==> src/rtl/fetch_queue_pkg.sv <==
// Shared widths, defaults and types for the instruction prefetch queue.
// Imported by the ring buffer and the fetch_queue top level.
package fetch_queue_pkg;

    localparam int unsigned PC_W          = 16;
    localparam int unsigned INSTR_W       = 16;
    localparam int unsigned DEFAULT_DEPTH = 4;
    localparam logic [PC_W-1:0] DEFAULT_RESET_PC = 16'h0000;

    typedef enum logic [1:0] {
        StBoot  = 2'd0,
        StRun   = 2'd1,
        StFlush = 2'd2
    } fq_state_e;

    typedef struct packed {
        logic [PC_W-1:0]    pc;
        logic [INSTR_W-1:0] instr;
    } fq_entry_t;

endpackage

==> src/rtl/fq_ring.sv <==
// Circular buffer of {pc, instr} entries with head/tail pointers and occupancy.
// The head entry is kept in a register so it holds its last value when empty.
module fq_ring
    import fetch_queue_pkg::*;
#(
    parameter int unsigned DEPTH = 4,
    parameter int unsigned CNT_W = 3
) (
    input  logic             clk,
    input  logic             rst,
    input  logic             push,
    input  logic             pop,
    input  logic             clear,
    input  fq_entry_t        wdata,
    output fq_entry_t        rdata,
    output logic [CNT_W-1:0] count
);

    localparam int unsigned PTR_W = (DEPTH > 1) ? $clog2(DEPTH) : 1;

    logic [PTR_W-1:0] head_q, head_d, tail_q, tail_d;
    logic [CNT_W-1:0] count_q, count_d;
    fq_entry_t        rdata_q, rdata_d;
    fq_entry_t        mem [DEPTH];
    logic             do_pop;

    assign do_pop = pop && (count_q != '0);

    always_comb begin
        head_d  = head_q;
        tail_d  = tail_q;
        count_d = count_q;
        rdata_d = rdata_q;
        if (clear) begin
            head_d  = '0;
            tail_d  = '0;
            count_d = '0;
        end else begin
            if (do_pop) head_d = head_q + 1'b1;
            if (push)   tail_d = tail_q + 1'b1;
            count_d = count_q + CNT_W'(push) - CNT_W'(do_pop);
            // When the pushed entry lands in the new head slot, bypass the array.
            if (count_d != '0) begin
                rdata_d = (push && ((count_q - CNT_W'(do_pop)) == '0)) ? wdata : mem[head_d];
            end
        end
    end

    always_ff @(posedge clk or negedge rst) begin
        if (!rst) begin
            head_q  <= '0;
            tail_q  <= '0;
            count_q <= '0;
            rdata_q <= '0;
        end else begin
            head_q  <= head_d;
            tail_q  <= tail_d;
            count_q <= count_d;
            rdata_q <= rdata_d;
        end
    end

    always_ff @(posedge clk) begin
        if (push && !clear) mem[tail_q] <= wdata;
    end

    assign rdata = rdata_q;
    assign count = count_q;

endmodule

==> src/rtl/fetch_queue.sv <==
// Instruction prefetch stage: issues sequential IM reads, buffers responses with
// their PCs, and hands them to decode over valid/ready; redirect flushes and restarts.
module fetch_queue
    import fetch_queue_pkg::*;
#(
    parameter int unsigned      DEPTH    = DEFAULT_DEPTH,
    parameter logic [PC_W-1:0]  RESET_PC = DEFAULT_RESET_PC,
    parameter int unsigned      CNT_W    = 3
) (
    input  logic               clk,
    input  logic               rst,
    input  logic               redirect_valid,
    input  logic [PC_W-1:0]    redirect_pc,
    output logic               im_rd_en,
    output logic [PC_W-1:0]    im_addr,
    input  logic [INSTR_W-1:0] im_instr,
    output logic               out_valid,
    input  logic               out_ready,
    output logic [INSTR_W-1:0] out_instr,
    output logic [PC_W-1:0]    out_pc,
    output logic [CNT_W-1:0]   count
);

    fq_state_e       state_q;
    logic [PC_W-1:0] fetch_pc_q, pend_pc_q;
    logic            inflight_q, drop_q;
    logic            issue, push, pop;
    fq_entry_t       wdata, rdata;

    // Credit check counts the in-flight read so a response always has a slot.
    assign issue = (state_q == StRun) && !redirect_valid
                   && ((32'(count) + 32'(inflight_q)) < DEPTH);
    assign push  = inflight_q && !drop_q && !redirect_valid;
    assign pop   = out_valid && out_ready && !redirect_valid;

    assign wdata = '{pc: pend_pc_q, instr: im_instr};

    fq_ring #(
        .DEPTH (DEPTH),
        .CNT_W (CNT_W)
    ) u_ring (
        .clk   (clk),
        .rst   (rst),
        .push  (push),
        .pop   (pop),
        .clear (redirect_valid),
        .wdata (wdata),
        .rdata (rdata),
        .count (count)
    );

    always_ff @(posedge clk or negedge rst) begin
        if (!rst) begin
            state_q    <= StBoot;
            fetch_pc_q <= RESET_PC;
            pend_pc_q  <= '0;
            inflight_q <= 1'b0;
            drop_q     <= 1'b0;
        end else begin
            inflight_q <= issue;
            if (redirect_valid) begin
                state_q    <= StFlush;
                fetch_pc_q <= redirect_pc;
                drop_q     <= inflight_q;
            end else begin
                drop_q <= 1'b0;
                if (issue) begin
                    fetch_pc_q <= fetch_pc_q + 1'b1;
                    pend_pc_q  <= fetch_pc_q;
                end
                unique case (state_q)
                    StBoot:  state_q <= StRun;
                    StRun:   state_q <= StRun;
                    StFlush: state_q <= StRun;
                    default: state_q <= StBoot;
                endcase
            end
        end
    end

    assign im_rd_en  = issue;
    assign im_addr   = fetch_pc_q;
    assign out_valid = (count != '0);
    assign out_instr = rdata.instr;
    assign out_pc    = rdata.pc;

endmodule

==> config.mk <==
export PLATFORM = sky130hd
export DESIGN_NAME = fetch_queue
export DESIGN_NICKNAME = d
export VERILOG_FILES = /design/src/rtl/fetch_queue_pkg.sv /design/src/rtl/fq_ring.sv /design/src/rtl/fetch_queue.sv
export SDC_FILE = /design/constraint.sdc
export NUM_CORES = 1
export LEC_CHECK = 0
export BUFFER_PORTS_ARGS = -buffer_cell sky130_fd_sc_hd__buf_2
export CELL_PAD_IN_SITES_DETAIL_PLACEMENT = 1
export CELL_PAD_IN_SITES_GLOBAL_PLACEMENT = 1
export CORE_ASPECT_RATIO = 0.5
export CORE_MARGIN = 5
export CORE_UTILIZATION = 51
export CTS_CLUSTER_DIAMETER = 100
export CTS_CLUSTER_SIZE = 24
export DETAILED_ROUTE_END_ITERATION = 7
export PLACE_DENSITY = 0.82
export SYNTH_ARGS = -nofsm -noshare
export SYNTH_HDL_FRONTEND = slang
export SYNTH_SLANG_ARGS = --single-unit
==> constraint.sdc <==
create_clock -name clk -period 4.65 [get_ports clk]
set_input_delay 0.2325 -clock clk [delete_from_list [all_inputs] [get_ports clk]]
set_output_delay 0.2325 -clock clk [all_outputs]
set_load 0.01 [all_outputs]
# [Word-level counts from Yosys, hierarchy flattened]
# Memories as Yosys holds them, arrays and structs flattened.
# Index checks and enable logic that the tools add are counted.
[word_totals] ff_bits=75 ram_bits=128 input_bits=36 output_inout_bits=53 word_cells=56 n_memories=1
[memory_table] memory="u_ring.mem" depth=4 width=32 rd=1 rd_ports_with_merged_regs=0 wr=1 line_no="fq_ring.sv:24" text="fq_entry_t mem [DEPTH];"
[classes] addsub=7 n_lt_le_gt_ge=1 eq_ne=2 mux=14 bitwise_logic=1 reduce_logical=20
[ops] cell="16-bit 2-to-1 mux" count=2
[ops] cell="32-bit 2-to-1 mux" count=1
[ops] cell="16-bit by 1-bit adder with 16-bit output (second input constant)" count=1
[ops] cell="2-bit 2-to-1 mux" count=6
[ops] cell="1-bit logical AND" count=9
[ops] cell="3-bit nonzero test" count=2
[ops] cell="3-bit by 1-bit subtractor with 3-bit output" count=2
[ops] cell="2-bit by 1-bit adder with 2-bit output (second input constant)" count=2
[ops] cell="3-bit by 1-bit adder with 4-bit output" count=1
[ops] cell="4-bit by 3-bit less-than comparator with 1-bit output (second input constant)" count=1
[ops] cell="1-bit 2-to-1 mux" count=4
[ops] cell="2-bit AND reduction" count=2
[ops] cell="2-bit nonzero test" count=2
[ops] cell="3-bit by 1-bit adder with 3-bit output" count=1
[ops] cell="3-bit zero test" count=1
[ops] cell="3-bit 2-to-1 mux" count=1
[ops] cell="3-bit OR reduction" count=1
[ops] cell="2-bit by 1-bit equality test with 1-bit output (second input constant)" count=1
[ops] cell="2-bit equality test (second input constant)" count=1
[ops] cell="1-bit zero test" count=2
[ops] cell="2-bit zero test" count=1
[ops] cell="1-bit inverter" count=1

# [Logic depth before layout (Yosys ltp)]
[logic_depth] depth_word=8 depth_mapped=13 mapped_depth_nobuf=12

# [By module]
# Synthesis repeated with hierarchy kept, for this count alone.
[hier_totals] cells_unflattened=716 area_unflattened_um2=9404.0
[by_module_without_submodules] mod="fq_ring" n_inst=1 cells_per_inst=538 area_each_um2=7701.1 seq_area_each_um2=4819.6
[by_module_without_submodules] mod="fetch_queue" n_inst=1 cells_per_inst=178 area_each_um2=1702.9 seq_area_each_um2=900.9

# [Worst setup path after synthesis]
# Ideal clock, no wire load.
[synth_path] path_kind="reg2reg" from="register u_ring.count_q[1], in the netlist u_ring.count[1]" to="register u_ring.rdata_q, in the netlist u_ring.rdata[15]" setup_ps=65 t_arrival_ps=2783 required_time_ps=4585 slack_ps=1801 path_stages_with_launch=14 n_path_buf=1 period_less_slack_ps=2849 path_cell_list="dfrtp_1 nor3_4 nor2_1 ha_1 inv_1 ha_1 inv_1 fa_1 xnor2_1 a31oi_1 clkbuf_1 o21ai_0 a31oi_1 a22o_1"
[synth_via] elab_chain_cells=8 elab_cells_between_ends=15 classes_between="add/sub: 3; mux: 3; reduce/logical: 8; memory: 1"
[synth_rtl] item="start: declaration" line_no="fq_ring.sv:22" text="logic [CNT_W-1:0] count_q, count_d;"
[synth_rtl] item="start signal: assignment" line_no="fq_ring.sv:58" text="count_q <= count_d;"
[synth_rtl] item="branches (longest 8 deep; another with 3-bit by 1-bit adder with 3-bit output)"
[synth_rtl] item="end signal: assignment" line_no="fq_ring.sv:59" text="rdata_q <= rdata_d;"
[synth_rtl] item="end: declaration" line_no="fq_ring.sv:23" text="fq_entry_t rdata_q, rdata_d;"
# Parallel ways; which one is timed is not known. The select of a mux whose other input is x is not followed.
# A chain may end at the register's enable or synchronous reset.

# [Worst setup path in the final report]
[layout_path] from="register u_ring.count_q[1], in the netlist u_ring.count[1]" to="register u_ring.rdata_q, in the netlist u_ring.rdata[7]"
# Same word-level chain as after synthesis.

==> results.sh <==
export IMPL_placed_cell_area_mm2=0.00913
export IMPL_r2r_start="u_ring.count[1]"
export IMPL_critPathCaptureType="flop"
export IMPL_critPathKind="flop to flop"
export IMPL_cp_arrival_ps=4290
export IMPL_r2r_slack_ps=780
export IMPL_postSynthAreaPerCell_um2=12.1
export IMPL_synth_cell_types=50
export IMPL_critPathMaxFanout=19
export IMPL_dr_total_vias=6194
export IMPL_p_clk_frac=0.226
export IMPL_fin_setup_tns_ps=0
export IMPL_core_rowCount=33
export IMPL_clockBufferDepth=3
export IMPL_synth_warnings=0
export IMPL_antenna_found_initial=0
export IMPL_grt_max_degree=76
export IMPL_ys_ff_latch=203
export IMPL_synth_common_cells="edfxtp_1 (128), o21ai_0 (106), nand3_1 (104)"
export IMPL_r2r_end="u_ring.rdata[7]"
export IMPL_post_cts_buffers=0
export IMPL_ys_flop_type="edfxtp_1"
export IMPL_cts_tree="built"
export IMPL_period_share=0.833
export IMPL_synth_top_area_share=0.452
export IMPL_grt_met3_usage=0.0300
export IMPL_numCtsBuffers=12
export IMPL_synth_edff_count=128
export IMPL_n_antenna_cell=0
export IMPL_skew_ps=21.6
export IMPL_busiest_layer="met2"
export IMPL_fmax_ghz=0.258
export IMPL_leakagePower_nw=3.86
export IMPL_synth_seq_area_share=0.672
export IMPL_fin_crit_ps=3870
export IMPL_worst_hold_slack_ps=12.3
export IMPL_placed_cells=980
export IMPL_synth_cells=704
export IMPL_swShare=0.333
export IMPL_drt_total_wl_um=22800
export IMPL_reg2reg_depth=13
export IMPL_via_per_inst=6.06
export IMPL_overflow=0
export IMPL_cp_slowest_stage_delay_ps=820
export IMPL_drt_iter0_markers=537
export IMPL_final_max_slew_viol_count=0
export IMPL_grt_pass1_vias=6627
export IMPL_area_growth_pct=14.2
export IMPL_dieArea_mm2=0.0195
export IMPL_grt_pass1_wl_um=36600
export IMPL_path_clk_slew_ps=100
export IMPL_p_per_area_mw_per_mm2=509
export IMPL_min_path_type="primary input to flop"
export IMPL_finalSetupViolations=0
export IMPL_core_area_mm2=0.0164
export IMPL_crit_end="u_ring.rdata[7]"
export IMPL_max_slew_margin_rel=0.202
export IMPL_final_cell_area_mm2=0.00972
export IMPL_syn_area_mm2=0.00851
export IMPL_io_pins=89
export IMPL_track_usage=0.238
export IMPL_maxCapViolCount=0
export IMPL_fin_cells=1022
export IMPL_startpoint_type="flop"
export IMPL_io_buffers=88
export IMPL_status="finished clean"
export IMPL_crit_family="compound AO/OA/AOI/OAI gates"
export IMPL_drive_gt1_frac=0.160
export IMPL_clock_sinks=203
export IMPL_clock_root_buffer="clkbuf_16"
export IMPL_cpMaxStageDelayCell="a31oi_2"
export IMPL_layout_nets=835
export IMPL_p_int_w=0.00330
export IMPL_clock_latency_ps=470
export IMPL_worstPathRequired_ps=5060
export IMPL_rsz0062_at_grt="no"
export IMPL_fillers=1701
export IMPL_globalRouteMet2Util=0.396
export IMPL_hold_violations=0
export IMPL_combPwrFrac=0.276
export IMPL_crit_buf_inv=3
export IMPL_routedWlPerCell_um=22.3
export IMPL_worstMarginPinSlew_ps=1200
export IMPL_path_depth=13
export IMPL_async_flop_share=0.369
export IMPL_drc=0
export IMPL_synth_most_common_cell="edfxtp_1"
export IMPL_dp_slack_ps=837
export IMPL_die_x_um=193
export IMPL_htree_levels=1
export IMPL_setup_ws_ps=775
export IMPL_synth_nets=750
export IMPL_vdd_drop_max_v=0.000286
export IMPL_fp_dieH_um=101
export IMPL_synth_top_area_cell="edfxtp_1"
export IMPL_grt_util_met1=0.341
export IMPL_crit_path_cell_trace="nor3_4 > nor2_1 > ha_1 > inv_1 > ha_1 > inv_1 > fa_1 > xnor2_1 > a31oi_2 > buf_4 > o21ai_0 > a31oi_1 > a22o_1"
export IMPL_crit_start="u_ring.count[1]"
export IMPL_share_seq_of_total_power=0.499
export IMPL_power_switching_w=0.00165
export IMPL_antenna_left=0
export IMPL_initial_core_util=0.519
export IMPL_dp_hpwl_um=13200
export IMPL_drtPass1Iterations=5
export IMPL_yosys_top_cells_area="edfxtp_1 (45%), dfrtp_1 (22%), o21ai_0 (6.2%)"
export IMPL_gp_congestion=0.797
[layout by cell type, fill, tap and decap left out, drive strengths merged, types with 4 or more instances in the layout]
cell         synthesis  final
a21oi                9      9
nand4                5      5
nand3              104    104
nor3                 8      8
ha                   9      9
o21ai              107    107
clkbuf              29     19
and2                 5      5
edfxtp             128    128
or3                  4      4
dlygate4sd3          0     22
nor2                11     11
a22o                32     32
xnor2                5      5
nand2               62     62
a31oi               36     36
buf                 24    102
inv                 14     14
dfrtp               75     75
[area by class of cell]
cell class	instances	area [um2]	share of cell area
well taps	227	284	0.0292
clock inverters	1	16.3	0.00167
clock buffers	19	348	0.0358
inverters	15	56.3	0.00579
flip-flops and latches	203	5720	0.589
multi-input cells	433	2520	0.260
repair buffers	124	768	0.0791
[worst min path at each step]
| stage | from | cells past startpoint | slack [ps] | endpoint |
|---|---|---|---|---|
| 3_3_place_gp | redirect_pc[3] | 3 | 440 | im_addr[3] |
| 2_1_floorplan | rst | 0 | -60 | drop_q |
| 6_report | redirect_pc[14] | 3 | 10 | im_addr[14] |
| 4_1_cts | redirect_pc[12] | 3 | 2 | im_addr[12] |
| 5_1_grt | im_instr[11] | 1 | 0.2 | u_ring.mem[1][11] |
| 3_5_place_dp | redirect_pc[0] | 3 | 450 | im_addr[0] |
[kinds of logic (layout without fill, tap and decap cells)]
family,count (synthesis),after routing,share of synthesized area
simple gates,212,212,0.122
compound gates,205,205,0.150
flops,203,203,0.672
buf+inv,68,159,0.0345
fa+ha+maj,10,10,0.0156
xor+xnor,6,6,0.00617
[flip-flops by register name (all words and copies together) (netlist names), 2 cells and up]
name,cells
u_ring.rdata,32
u_ring.mem,128
im_addr,16
state_q,2
u_ring.count,3
u_ring.tail_q,2
u_ring.head_q,2
pend_pc_q,16
[what timing repair did]
| action | CTS | global route |
|---|---|---|
| endpoints found under the hold margin | 108 | 4 |
| gates resized for setup | 0 | 0 |
| hold buffers | 21 | 1 |
[power by group through the flow]
stage | Clock (W) | Sequential, W | Combinational, W
finish | 0.00112 | 0.00247 | 0.00136
global placement | 0 | 0.00248 | 0.00128
floorplan | 0 | 0.00248 | 0.000811
CTS | 0.00114 | 0.00246 | 0.00137
global route | 0.00123 | 0.00249 | 0.00150
detailed placement | 0 | 0.00250 | 0.00135
[layer usage]
layer	vias up	wire length [um]	share of wire
met5	-	0	0
met1	3163	10300	0.45
li1	2809	-	-
met4	0	303	0.013
met2	197	10800	0.48
met3	25	1390	0.061
[worst reg2reg max path, delay by kind of cell, from the launching register on]
kind	cells	cell delay, ps
adders and majority gates	3	840
buffers and inverters	3	450
DFF	1	500
AOI/OAI and AO/OA	4	1280
and+or+nand+nor	2	550
xor gates and xnor gates	1	180
[per-stage QoR]
step	utilization	total power (W)
2_1_floorplan	-	0.00329
3_3_place_gp	0.557	0.00376
3_5_place_dp	0.557	0.00384
4_1_cts	0.592	0.00498
5_1_grt	0.593	0.00522
6_report	0.593	0.00494
Power figures use the tool's default switching activity.
